**src/rtl/card_shuffle_gen_pkg.sv**
```systemverilog
// Shared types and helpers for the Card-Flip deck generator.
package card_pkg;

  // Galois feedback mask for x^16 + x^14 + x^13 + x^11 + 1 (right-shifting form).
  localparam logic [15:0] LFSR_TAPS_16 = 16'hB400;

  typedef enum logic [1:0] {
    IDLE    = 2'd0,
    INIT    = 2'd1,
    SHUFFLE = 2'd2,
    DONE    = 2'd3
  } state_t;

  // Index width needed to address n slots (never less than one bit).
  function automatic int idx_w(input int n);
    return (n <= 2) ? 1 : $clog2(n);
  endfunction

  // Value placed in slot k before shuffling: 0,0,1,1,2,2,...
  function automatic int pair_val(input int k);
    return k >> 1;
  endfunction

endpackage

```
**src/rtl/card_shuffle_gen_lfsr.sv**
```systemverilog
// Free-running Galois LFSR with optional synchronous load.
// A zero seed or zero load value is replaced by 1 so the register never locks up.
module lfsr_galois #(
  parameter int               WIDTH = 16,
  parameter logic [WIDTH-1:0] TAPS  = WIDTH'(16'hB400),
  parameter logic [WIDTH-1:0] SEED  = WIDTH'(16'hACE1)
) (
  input  logic             clk,
  input  logic             resetn,
  input  logic             load,
  input  logic [WIDTH-1:0] load_val,
  output logic [WIDTH-1:0] q
);

  localparam logic [WIDTH-1:0] SEED_NZ = (SEED == '0) ? WIDTH'(1) : SEED;

  // Load takes priority; otherwise shift right and fold in the taps when bit 0 falls out.
  always_ff @(posedge clk or negedge resetn) begin
    if (!resetn) begin
      q <= SEED_NZ;
    end else if (load) begin
      q <= (load_val == '0) ? WIDTH'(1) : load_val;
    end else begin
      q <= q[0] ? ((q >> 1) ^ TAPS) : (q >> 1);
    end
  end

endmodule

```
**src/rtl/card_shuffle_gen.sv**
```systemverilog
// Card-Flip deck generator: Fisher-Yates shuffle of NUM_PAIRS pairs driven by an LFSR.
// Optional macro CARD_SHUFFLE_SEED_EN adds seed_load/seed_in for reproducible decks.
//
// Handshake: start is a level request and a shuffle begins on its rising edge
// seen in IDLE or DONE (edges while busy are dropped). busy is high from the
// cycle after that edge until completion; deck is valid only while done is high
// and stays frozen there until the next rising edge of start.
module card_shuffle_gen
  import card_pkg::*;
#(
  parameter int                NUM_PAIRS = 8,
  parameter int                VAL_W     = 3,
  parameter int                LFSR_W    = 16,
  parameter logic [LFSR_W-1:0] SEED      = LFSR_W'(16'hACE1),
  parameter int                RETRY_MAX = 4
) (
  input  logic                           clk,
  input  logic                           resetn,
  input  logic                           start,
`ifdef CARD_SHUFFLE_SEED_EN
  input  logic                           seed_load,
  input  logic [LFSR_W-1:0]              seed_in,
`endif
  output logic [0:2*NUM_PAIRS*VAL_W-1]   deck,
  output logic                           done,
  output logic                           busy,
  output state_t                         state_o
);

  localparam int NUM_CARDS = 2 * NUM_PAIRS;
  localparam int IDX_W     = idx_w(NUM_CARDS);
  localparam int RTY_W     = idx_w(RETRY_MAX + 1);
  localparam logic [IDX_W-1:0] LAST_IDX = IDX_W'(NUM_CARDS - 1);
  localparam logic [RTY_W-1:0] RTY_LIM  = RTY_W'(RETRY_MAX);

  state_t             state_q, state_d;
  logic               start_q;
  logic               start_edge;
  logic [IDX_W-1:0]   i_q, i_d;
  logic [RTY_W-1:0]   rty_q, rty_d;
  logic [VAL_W-1:0]   deck_q [NUM_CARDS];
  logic [VAL_W-1:0]   deck_d [NUM_CARDS];
  logic [LFSR_W-1:0]  lfsr_q;
  logic [LFSR_W-1:0]  unused_lfsr;
  logic [IDX_W-1:0]   j;
  logic               lfsr_load;
  logic [LFSR_W-1:0]  lfsr_load_val;

`ifdef CARD_SHUFFLE_SEED_EN
  assign lfsr_load     = seed_load;
  assign lfsr_load_val = seed_in;
`else
  assign lfsr_load     = 1'b0;
  assign lfsr_load_val = '0;
`endif

  lfsr_galois #(
    .WIDTH (LFSR_W),
    .TAPS  (LFSR_W'(LFSR_TAPS_16)),
    .SEED  (SEED)
  ) u_lfsr (
    .clk      (clk),
    .resetn   (resetn),
    .load     (lfsr_load),
    .load_val (lfsr_load_val),
    .q        (lfsr_q)
  );

  // Only the low bits form the candidate index; the rest feed the LFSR only.
  assign unused_lfsr = lfsr_q;
  assign j           = lfsr_q[IDX_W-1:0];
  assign start_edge  = start & ~start_q;

  // Next-state logic: initial fill, one draw per cycle, rejection with bounded retries.
  always_comb begin
    state_d = state_q;
    i_d     = i_q;
    rty_d   = rty_q;
    deck_d  = deck_q;
    case (state_q)
      IDLE, DONE: begin
        if (start_edge) state_d = INIT;
      end
      INIT: begin
        for (int k = 0; k < NUM_CARDS; k++) deck_d[k] = VAL_W'(pair_val(k));
        i_d     = LAST_IDX;
        rty_d   = '0;
        state_d = SHUFFLE;
      end
      SHUFFLE: begin
        if (i_q == '0) begin
          state_d = DONE;
        end else if (j <= i_q) begin
          deck_d[i_q] = deck_q[j];
          deck_d[j]   = deck_q[i_q];
          i_d         = i_q - 1'b1;
          rty_d       = '0;
        end else if (rty_q < RTY_LIM) begin
          rty_d = rty_q + 1'b1;
        end else begin
          // Too many rejects in a row: treat the draw as j = i (no swap) and move on.
          i_d   = i_q - 1'b1;
          rty_d = '0;
        end
      end
      default: state_d = IDLE;
    endcase
  end

  // State, counters and deck registers; start_q resets high so a held start is not an edge.
  always_ff @(posedge clk or negedge resetn) begin
    if (!resetn) begin
      state_q <= IDLE;
      start_q <= 1'b1;
      i_q     <= '0;
      rty_q   <= '0;
      for (int k = 0; k < NUM_CARDS; k++) deck_q[k] <= '0;
    end else begin
      state_q <= state_d;
      start_q <= start;
      i_q     <= i_d;
      rty_q   <= rty_d;
      for (int k = 0; k < NUM_CARDS; k++) deck_q[k] <= deck_d[k];
    end
  end

  for (genvar k = 0; k < NUM_CARDS; k++) begin : g_pack
    assign deck[k*VAL_W +: VAL_W] = deck_q[k];
  end

  assign done    = (state_q == DONE);
  assign busy    = (state_q == INIT) || (state_q == SHUFFLE);
  assign state_o = state_q;

endmodule

```
**config.mk**
```make
export PLATFORM = sky130hd
export DESIGN_NAME = card_shuffle_gen
export DESIGN_NICKNAME = d
export VERILOG_FILES = /design/src/rtl/card_shuffle_gen_pkg.sv /design/src/rtl/card_shuffle_gen_lfsr.sv /design/src/rtl/card_shuffle_gen.sv
export SDC_FILE = /design/constraint.sdc
export NUM_CORES = 1
export LEC_CHECK = 0
export CORE_MARGIN = 2
export CORE_UTILIZATION = 60
export CTS_BUF_LIST = sky130_fd_sc_hd__clkbuf_8
export CTS_CLUSTER_DIAMETER = 60
export CTS_CLUSTER_SIZE = 25
export DETAILED_ROUTE_END_ITERATION = 10
export PLACE_DENSITY = 0.82
export SLEW_MARGIN = 20
export SYNTH_ARGS = -nofsm -noshare
export SYNTH_HDL_FRONTEND = slang
export SYNTH_SLANG_ARGS = --single-unit
export TNS_END_PERCENT = 50
```
**constraint.sdc**
```tcl
create_clock -name clk -period 6.45 [get_ports clk]
set_clock_uncertainty 0.2 [all_clocks]
set_input_delay 0.645 -clock clk [delete_from_list [all_inputs] [get_ports clk]]
set_output_delay 0.645 -clock clk [all_outputs]
set_load 0.03 [all_outputs]
```
==> results.yml, run 1 <==
drt:
  remaining_drc_errors: 0
  drt-total-wl_um: 13100
  via_count: 4218
  viasPerCell: 6.98
  first_pass_iters: 6
  wl_per_cell_um: 21.6
  ant_nets: 0
  drt_iter0_markers: 725
power_and_ir_drop:
  p_int_mw: 0.948
  swShare: 0.470
  power_frac_clock: 0.215
  leakage_nw: 2.03
  p_comb_frac: 0.453
  p_per_area_nw_per_um2: 342
  seqPwrFrac: 0.332
  power.total_mw: 1.79
  switchingPower_mw: 0.841
  ir_drop_v: 0.000206
final_layout:
  drive_above_1_share: 0.131
  multi_input_area_um2: 2410
  stdcell_area_um2: 5230
  num_antenna_cells: 0
  final_common_cell: "dfrtp_1"
  syn2layout_area_growth_pct: 15.6
  final-instance-count-excl-fill: 604
  seqCellArea_um2: 1860
  layout_common_cells: "dfrtp_1 (65), nor2_1 (62), clkdlybuf4s50_1 (53), nand2_1 (41)"
  fill_cells: 541
  finalCoreUtilization: 0.717
  final_nets: 516
logic_synthesis:
  async_flop_share: 1.00
  synth_nets: 476
  postSynthCellCount: 460
  ys_seq_area_frac: 0.412
  yosys_warnings: 0
  synth-edff-count: 0
  synth_seq_cells: 74
  syn_area_per_cell_um2: 9.83
  ys.flop_type: "dfrtp_1"
  netlist_area_um2: 4520
  yosysUniqueCellTypes: 51
status:
  outcome: "complete, no violations"
timing:
  slew_viol_final: 0
  period_share: 0.595
  finalSetupTns_ns: 0
  layout_min_cycle_time_ns: 3.84
  layout_setup_ws_ns: 2.61
  grt_setup_unrepaired: "false"
  hold_viol_final: 0
  finalSetupViolations: 0
  fmax_ghz: 0.261
  whs_ns: 0.162
  worst_pin_slew_ns: 1.06
  maxSlewHeadroom: 0.292
worst_setup_path:
  required_ns: 6.52
  cp_max_fo: 21
  path_class: "reg2reg"
  cp.arrival_ns: 3.91
  end_kind: "register"
  start_kind: "register"
die:
  core_area_um2: 7290
  die-area_um2: 8250
  die_y_um: 90.8
  die_w_um: 90.8
  rows: 31
  start_util: 0.620
  io_pins: 55
grt:
  grt_max_degree: 75
  grt_usage: 0.333
  grt_pass1_wl_um: 21600
  first_global_vias: 4210
  overflow: 0
  grt_antenna_before_repair: 0
clock_tree:
  cts_resized: 0
  clk_latency_ns: 0.37
  cts_tree: "built"
  cts.sinks: 74
  clk_path_buf_depth: 2
  cts.clk_slew.worst_paths_ns: 0.10
  cts_made_buffers: 9
  cts_setup_buffers: 0
  root_buffer: "clkbuf_8"
  hold_buffers: 0
  cts.htree.levels: 3
place:
  dp_hpwl_um: 8730
  dp_slack_ns: 2.91
  port_buffers: 54
  place.gp.congestion: 0.936
  placedCellCount: 588
  place_area_um2: 5020
worst_hold_path:
  hp-class: "reg2reg"
flow_run:
  max_cap_viol_count: 0
## state kept, by name, summed over array words and instances (netlist names)
| signal | flops |
|---|---|
| deck | 48 |
| i_q | 4 |
| rty_q | 3 |
| start_q | 1 |
| state_o | 2 |
| u_lfsr.q | 16 |
## power groups by stage
stage	logic [mW]	clock network, mW	registers [mW]
final	0.811	0.385	0.594
after global routing	0.845	0.410	0.602
after CTS	0.776	0.386	0.590
after detailed placement	0.773	0	0.599
after global placement	0.752	0	0.596
after floorplan	0.522	0	0.619
## worst max-delay path, stage by stage (launching register included)
cell and delay, ns:
dfrtp_1 1.05, inv_1 0.27, ha_1 0.40, and4_1 0.19
or2_1 0.26, a31oi_1 0.85, a21oi_1 0.20, o22ai_1 0.25
nor2_1 0.06
## cell families after synthesis
group / Yosys count / synth area share
buf+inv: 46 / 0.0551
simple gates: 170 / 0.176
mux: 32 / 0.122
fa+ha+maj: 13 / 0.0360
flops: 74 / 0.412
xor+xnor: 4 / 0.00775
compound gates: 121 / 0.191
## cells in the mapped netlist (7+ instances only)
library cell / n / share of area
a21oi_1: 16 / 0.018
a32oi_1: 15 / 0.029
buf_2: 13 / 0.014
buf_6: 7 / 0.017
dfrtp_1: 65 / 0.36
dfstp_2: 9 / 0.052
ha_1: 13 / 0.036
inv_1: 15 / 0.012
mux2i_1: 13 / 0.029
mux4_2: 17 / 0.085
nand2_1: 41 / 0.034
nand2b_1: 11 / 0.015
nand3_1: 24 / 0.027
nor2_1: 62 / 0.051
nor3_1: 8 / 0.0089
o21ai_0: 7 / 0.0077
o21ai_1: 24 / 0.027
o22ai_1: 18 / 0.025
## cell type report
cell class,instances,share of cell area
Clock inverter,7,0.0163
Sequential cell,74,0.356
Tap cell,99,0.0237
Timing Repair Buffer,56,0.105
Multi-Input combinational cell,340,0.461
Inverter,19,0.0136
Clock buffer,9,0.0237
## worst paths after layout
kind / cells after the start / slack [ns] / startpoint / to
worst min-delay path: 0 / 0.16 / u_lfsr.q[8] / u_lfsr.q[7]
worst max-delay path: 8 / 2.61 / i_q[1] / deck[36]
max in group asynchronous: 2 / 5.15 / resetn / deck[22]
worst min register to register: 0 / 0.16 / u_lfsr.q[8] / u_lfsr.q[7]
worst max register to register: 8 / 2.61 / i_q[1] / deck[36]
min in group asynchronous: 2 / 0.27 / resetn / deck[0]
## routing by layer
layer | vias up | wire (um) | track usage
met5 | - | 0 | 0
met4 | 0 | 817 | 0.179
met3 | 106 | 1530 | 0.0843
met2 | 369 | 5890 | 0.516
met1 | 1959 | 4830 | 0.431
li1 | 1784 | - | -
Note: power is estimated with default switching activity, not from simulation.
==> run 2, diff against run 1 <==
--- a/config.mk
+++ b/config.mk
@@ -6,12 +6,12 @@
 export NUM_CORES = 1
 export LEC_CHECK = 0
 export CORE_MARGIN = 2
-export CORE_UTILIZATION = 60
+export CORE_UTILIZATION = 58
 export CTS_BUF_LIST = sky130_fd_sc_hd__clkbuf_8
 export CTS_CLUSTER_DIAMETER = 60
 export CTS_CLUSTER_SIZE = 25
 export DETAILED_ROUTE_END_ITERATION = 10
-export PLACE_DENSITY = 0.82
+export PLACE_DENSITY = 0.8
 export SLEW_MARGIN = 20
 export SYNTH_ARGS = -nofsm -noshare
 export SYNTH_HDL_FRONTEND = slang
==> constraint.sdc (replaced) <==
create_clock -name clk -period 3.55 [get_ports clk]
set_clock_uncertainty 0.2 [all_clocks]
set_input_delay 0.355 -clock clk [delete_from_list [all_inputs] [get_ports clk]]
set_output_delay 0.355 -clock clk [all_outputs]
set_load 0.03 [all_outputs]
==> run 2 against run 1 <==
Compared with the run above: global-route usage fell by 1.5 points; critical path depth rose by 1; sequential share of layout area fell by 0.52 points; via count rose by 0.45%; setup slack got worse by 2.0 ns; critical endpoint is now deck[0]; largest cell class unchanged; highest routed layer unchanged.
==> results.yml, run 2 (synthesized netlist as in run 1, its figures left out) <==
status:
  outcome: "complete, no violations"
clock_tree:
  cts_tree: "built"
  cts.clk_slew.worst_paths_ns: 0.08
  clk_latency_ns: 0.36
  clk_path_buf_depth: 2
  cts_setup_buffers: 0
  cts_resized: 0
  cts.htree.levels: 3
  cts.sinks: 74
  cts_made_buffers: 9
  root_buffer: "clkbuf_8"
final_layout:
  final-instance-count-excl-fill: 615
  final_nets: 524
  final_common_cell: "dfrtp_1"
  num_antenna_cells: 0
  stdcell_area_um2: 5310
  drive_above_1_share: 0.142
  finalCoreUtilization: 0.694
  largest_reg_flops: 48
  syn2layout_area_growth_pct: 17.3
  fill_cells: 594
  layout_common_cells: "dfrtp_1 (65), nor2_1 (62), clkdlybuf4s50_1 (53), nand2_1 (41)"
die:
  start_util: 0.591
  core_area_um2: 7650
  die_w_um: 92.3
  die_y_um: 92.3
  die-area_um2: 8520
  rows: 32
  io_pins: 55
power_and_ir_drop:
  p_per_area_nw_per_um2: 616
  p_comb_frac: 0.471
  switchingPower_mw: 1.52
  p_int_mw: 1.75
  leakage_nw: 2.07
  swShare: 0.464
  power.total_mw: 3.27
  power_frac_clock: 0.212
  ir_drop_v: 0.000386
  seqPwrFrac: 0.317
timing:
  slew_viol_final: 0
  layout_setup_ws_ns: 0.587
  hold_viol_final: 0
  grt_setup_unrepaired: "false"
  whs_ns: 0.162
  maxSlewHeadroom: 0.489
  layout_min_cycle_time_ns: 2.96
  worst_pin_slew_ns: 0.766
  fmax_ghz: 0.337
  finalSetupViolations: 0
  period_share: 0.835
  finalSetupTns_ns: 0
drt:
  via_count: 4237
  viasPerCell: 6.89
  first_pass_iters: 5
  drt_iter0_markers: 526
  ant_nets: 0
  drt-total-wl_um: 13100
  remaining_drc_errors: 0
  wl_per_cell_um: 21.3
grt:
  grt_usage: 0.318
  grt_antenna_before_repair: 0
  grt_pass1_wl_um: 20800
  overflow: 0
  grt_max_degree: 52
  first_global_vias: 3972
worst_setup_path:
  rr_startpoint: "i_q[3]"
  cp_max_fo: 51
  rrSetupSlack_ns: 0.59
  cp-endpoint: "deck[0]"
  path_class: "reg2reg"
  start_kind: "register"
  r2r_end: "deck[0]"
  required_ns: 3.60
  end_kind: "register"
  cp.arrival_ns: 3.01
  reg2reg_depth: 9
  startpoint: "i_q[3]"
place:
  port_buffers: 54
  dp_hpwl_um: 9150
  dp_slack_ns: 0.649
  placedCellCount: 598
  place_area_um2: 5090
  place.gp.congestion: 1.01
worst_hold_path:
  hp-class: "reg2reg"
flow_run:
  max_cap_viol_count: 0
run 2: changes by cell type in the layout (fill, tap and decap cells not counted), sizes merged:
cell,previous run,this run
buf,3,10
dlygate4sd3,0,1
clkinvlp,2,1
clkinv,2,3
run 2: cell type report:
type / count / area [um^2] / share of cell area
Tap cell: 102 / 128 / 0.0241
Inverter: 19 / 71.3 / 0.0134
Clock buffer: 9 / 124 / 0.0233
Multi-Input combinational cell: 340 / 2410 / 0.454
Timing Repair Buffer: 64 / 626 / 0.118
Sequential cell: 74 / 1860 / 0.351
Clock inverter: 7 / 83.8 / 0.0158
run 2: what timing repair did:
item	CTS	global route
endpoints found under the hold margin	33	0
hold buffers	1	0
setup endpoints to repair	0	0
run 2: power groups by stage:
stage,Combinational [mW],Sequential [mW],Clock [mW]
global placement,1.45,1.04,0
floorplan,0.948,1.12,0
finish,1.54,1.04,0.693
detailed placement,1.48,1.05,0
CTS,1.49,1.03,0.706
global route,1.61,1.05,0.744
run 2: layer usage:
layer / track usage / vias to the layer above / share of wire
met2: 0.511 / 339 / 0.48
met4: 0.134 / 0 / 0.033
li1: - / 1805 / -
met1: 0.433 / 2036 / 0.39
met5: 0 / - / 0
met3: 0.0488 / 57 / 0.10
run 2: how the worst min path moves through the flow:
stage | start | endpoint | slack, ns | cells after the start
after floorplan | resetn | deck[0] | -0.14 | 0
after global placement | u_lfsr.q[4] | u_lfsr.q[3] | 0.14 | 0
after detailed placement | u_lfsr.q[9] | u_lfsr.q[8] | 0.14 | 0
after CTS | u_lfsr.q[12] | u_lfsr.q[11] | 0.16 | 0
after global routing | u_lfsr.q[7] | u_lfsr.q[6] | 0.17 | 0
final | u_lfsr.q[12] | u_lfsr.q[11] | 0.16 | 0
run 2: critical path, cell delays in order (launching register included):
cell and delay, ns:
dfrtp_1 0.67, inv_1 0.25, ha_1 0.41, and4_1 0.22, or2_1 0.25, and3_1 0.21, buf_12 0.18, nand3_1 0.11
clkinv_1 0.10, a22o_1 0.24
==> run 3, diff against run 2 <==
==> constraint.sdc (replaced) <==
create_clock -name clk -period 3 [get_ports clk]
set_clock_uncertainty 0.2 [all_clocks]
set_input_delay 0.3 -clock clk [delete_from_list [all_inputs] [get_ports clk]]
set_output_delay 0.3 -clock clk [all_outputs]
set_load 0.03 [all_outputs]
==> run 3 against run 2 <==
Compared with the run above: utilization up 1.1 points; sequential share of layout area shrank 0.56 points; sequential cell count unchanged; critical path type unchanged.
==> results.yml, run 3 (synthesized netlist as in run 1, its figures left out) <==
final_layout:
  final_common_cell: "dfrtp_1"
  num_antenna_cells: 0
  syn2layout_area_growth_pct: 19.2
  finalCoreUtilization: 0.705
  largest_reg_flops: 48
  fill_cells: 561
  drive_above_1_share: 0.152
  layout_common_cells: "dfrtp_1 (65), nor2_1 (62), clkdlybuf4s50_1 (53), nand2_1 (41)"
  final_nets: 530
  final-instance-count-excl-fill: 621
worst_setup_path:
  slowest_stage: "dfstp_2"
  rr_startpoint: "u_lfsr.q[0]"
  crit_chain: "buf_4, mux4_2, a22oi_2, nand3_2, inv_2, o221ai_1"
  cp.arrival_ns: 2.68
  reg2reg_depth: 6
  required_ns: 3.01
  r2r_end: "deck[41]"
  rrSetupSlack_ns: 0.33
  end_kind: "register"
  path_delay_family: "flip-flops"
  cp_max_fo: 11
  critPathBufInv: 2
  start_kind: "register"
  path_class: "reg2reg"
  slowest_delay_ns: 0.55
die:
  die_w_um: 92.3
  rows: 32
  die_y_um: 92.3
  start_util: 0.591
  core_area_um2: 7650
  io_pins: 55
  die-area_um2: 8520
timing:
  fmax_ghz: 0.375
  finalSetupViolations: 0
  maxSlewHeadroom: 0.490
  slew_viol_final: 0
  layout_min_cycle_time_ns: 2.67
  period_share: 0.890
  hold_viol_final: 0
  finalSetupTns_ns: 0
  grt_setup_unrepaired: "false"
  worst_pin_slew_ns: 0.765
  layout_setup_ws_ns: 0.331
drt:
  top_layer: "met4"
  ant_nets: 0
  remaining_drc_errors: 0
  via_count: 4216
  first_pass_iters: 6
  routed-wl-met2_um: 6160
  drt_iter0_markers: 576
  met1_length_um: 5130
  viasPerCell: 6.79
  drt-total-wl_um: 13300
  dr_wl_met3_um: 1480
  wl_per_cell_um: 21.4
clock_tree:
  cts.clk_slew.worst_paths_ns: 0.07
  clk_path_buf_depth: 2
  cts_setup_buffers: 0
  cts.sinks: 74
  root_buffer: "clkbuf_8"
  clk_latency_ns: 0.36
  cts_tree: "built"
  cts.htree.levels: 3
  cts_made_buffers: 9
grt:
  grt_usage: 0.324
  grt_max_degree: 52
  overflow: 0
  grt_antenna_before_repair: 0
  grt_pass1_wl_um: 21300
  first_global_vias: 4128
place:
  place.gp.congestion: 1.02
  dp_hpwl_um: 9250
  port_buffers: 54
  dp_slack_ns: 0.432
  placedCellCount: 604
power_and_ir_drop:
  p_per_area_nw_per_um2: 736
  leakage_nw: 2.12
  ir_drop_v: 0.000399
worst_hold_path:
  min_path_cells: 0
  hp-class: "reg2reg"
  min-delay-start: "u_lfsr.q[9]"
  hold_end: "u_lfsr.q[8]"
flow_run:
  max_cap_viol_count: 0
status:
  outcome: "complete, no violations"
run 3: worst register-to-register path, cell delays in order, from the launching register on:
cell and delay [ns]:
dfstp_2 0.55, buf_4 0.21, mux4_2 0.55, a22oi_2 0.22, nand3_2 0.32, inv_2 0.31
o221ai_1 0.18
run 3: through the flow:
stage | cell area, um^2 | power, mW | hold WS, ns
after floorplan | 4520 | 2.45 | -0.196
after global placement | 5160 | 2.98 | 0.136
after detailed placement | 5160 | 3.03 | 0.137
after CTS | 5390 | 3.92 | 0.155
after global routing | 5390 | 4.14 | 0.161
final | 5390 | 3.97 | 0.156
run 3: how the worst max path moves through the flow:
| stage | start | endpoint | cells after the start |
|---|---|---|---|
| after CTS | u_lfsr.q[0] | deck[41] | 6 |
| after floorplan | u_lfsr.q[0] | deck[42] | 10 |
| final | u_lfsr.q[0] | deck[41] | 6 |
| after global routing | u_lfsr.q[0] | deck[41] | 6 |
| after global placement | u_lfsr.q[0] | deck[41] | 6 |
| after detailed placement | u_lfsr.q[0] | deck[41] | 6 |
run 3: final cells by class:
class,instances,area (um^2),area share
multi-input combinational,340,2410,0.447
sequential,74,1860,0.346
timing repair buffer,70,696,0.129
tap,102,128,0.0237
clock buffer,9,124,0.0230
clock inverter,7,100,0.0186
inverter,19,71.3,0.0132
run 3: metal layers:
metal / vias to the layer above / GRT usage
li1: 1823 / -
met4: 0 / 0.146
met1: 1991 / 0.434
met3: 62 / 0.0765
met2: 340 / 0.505
met5: - / 0
run 3: timing repair:
action,CTS,global route
setup endpoints to repair,0,0
hold buffers,1,0
hold endpoints to repair,31,0
resized for setup,0,0
run 3: where the power goes:
| part | internal [mW] | switching (mW) | leakage (nW) |
|---|---|---|---|
| Combinational | 0.612 | 1.26 | 1.15 |
| Clock | 0.477 | 0.408 | 0.115 |
| Sequential | 1.09 | 0.118 | 0.858 |
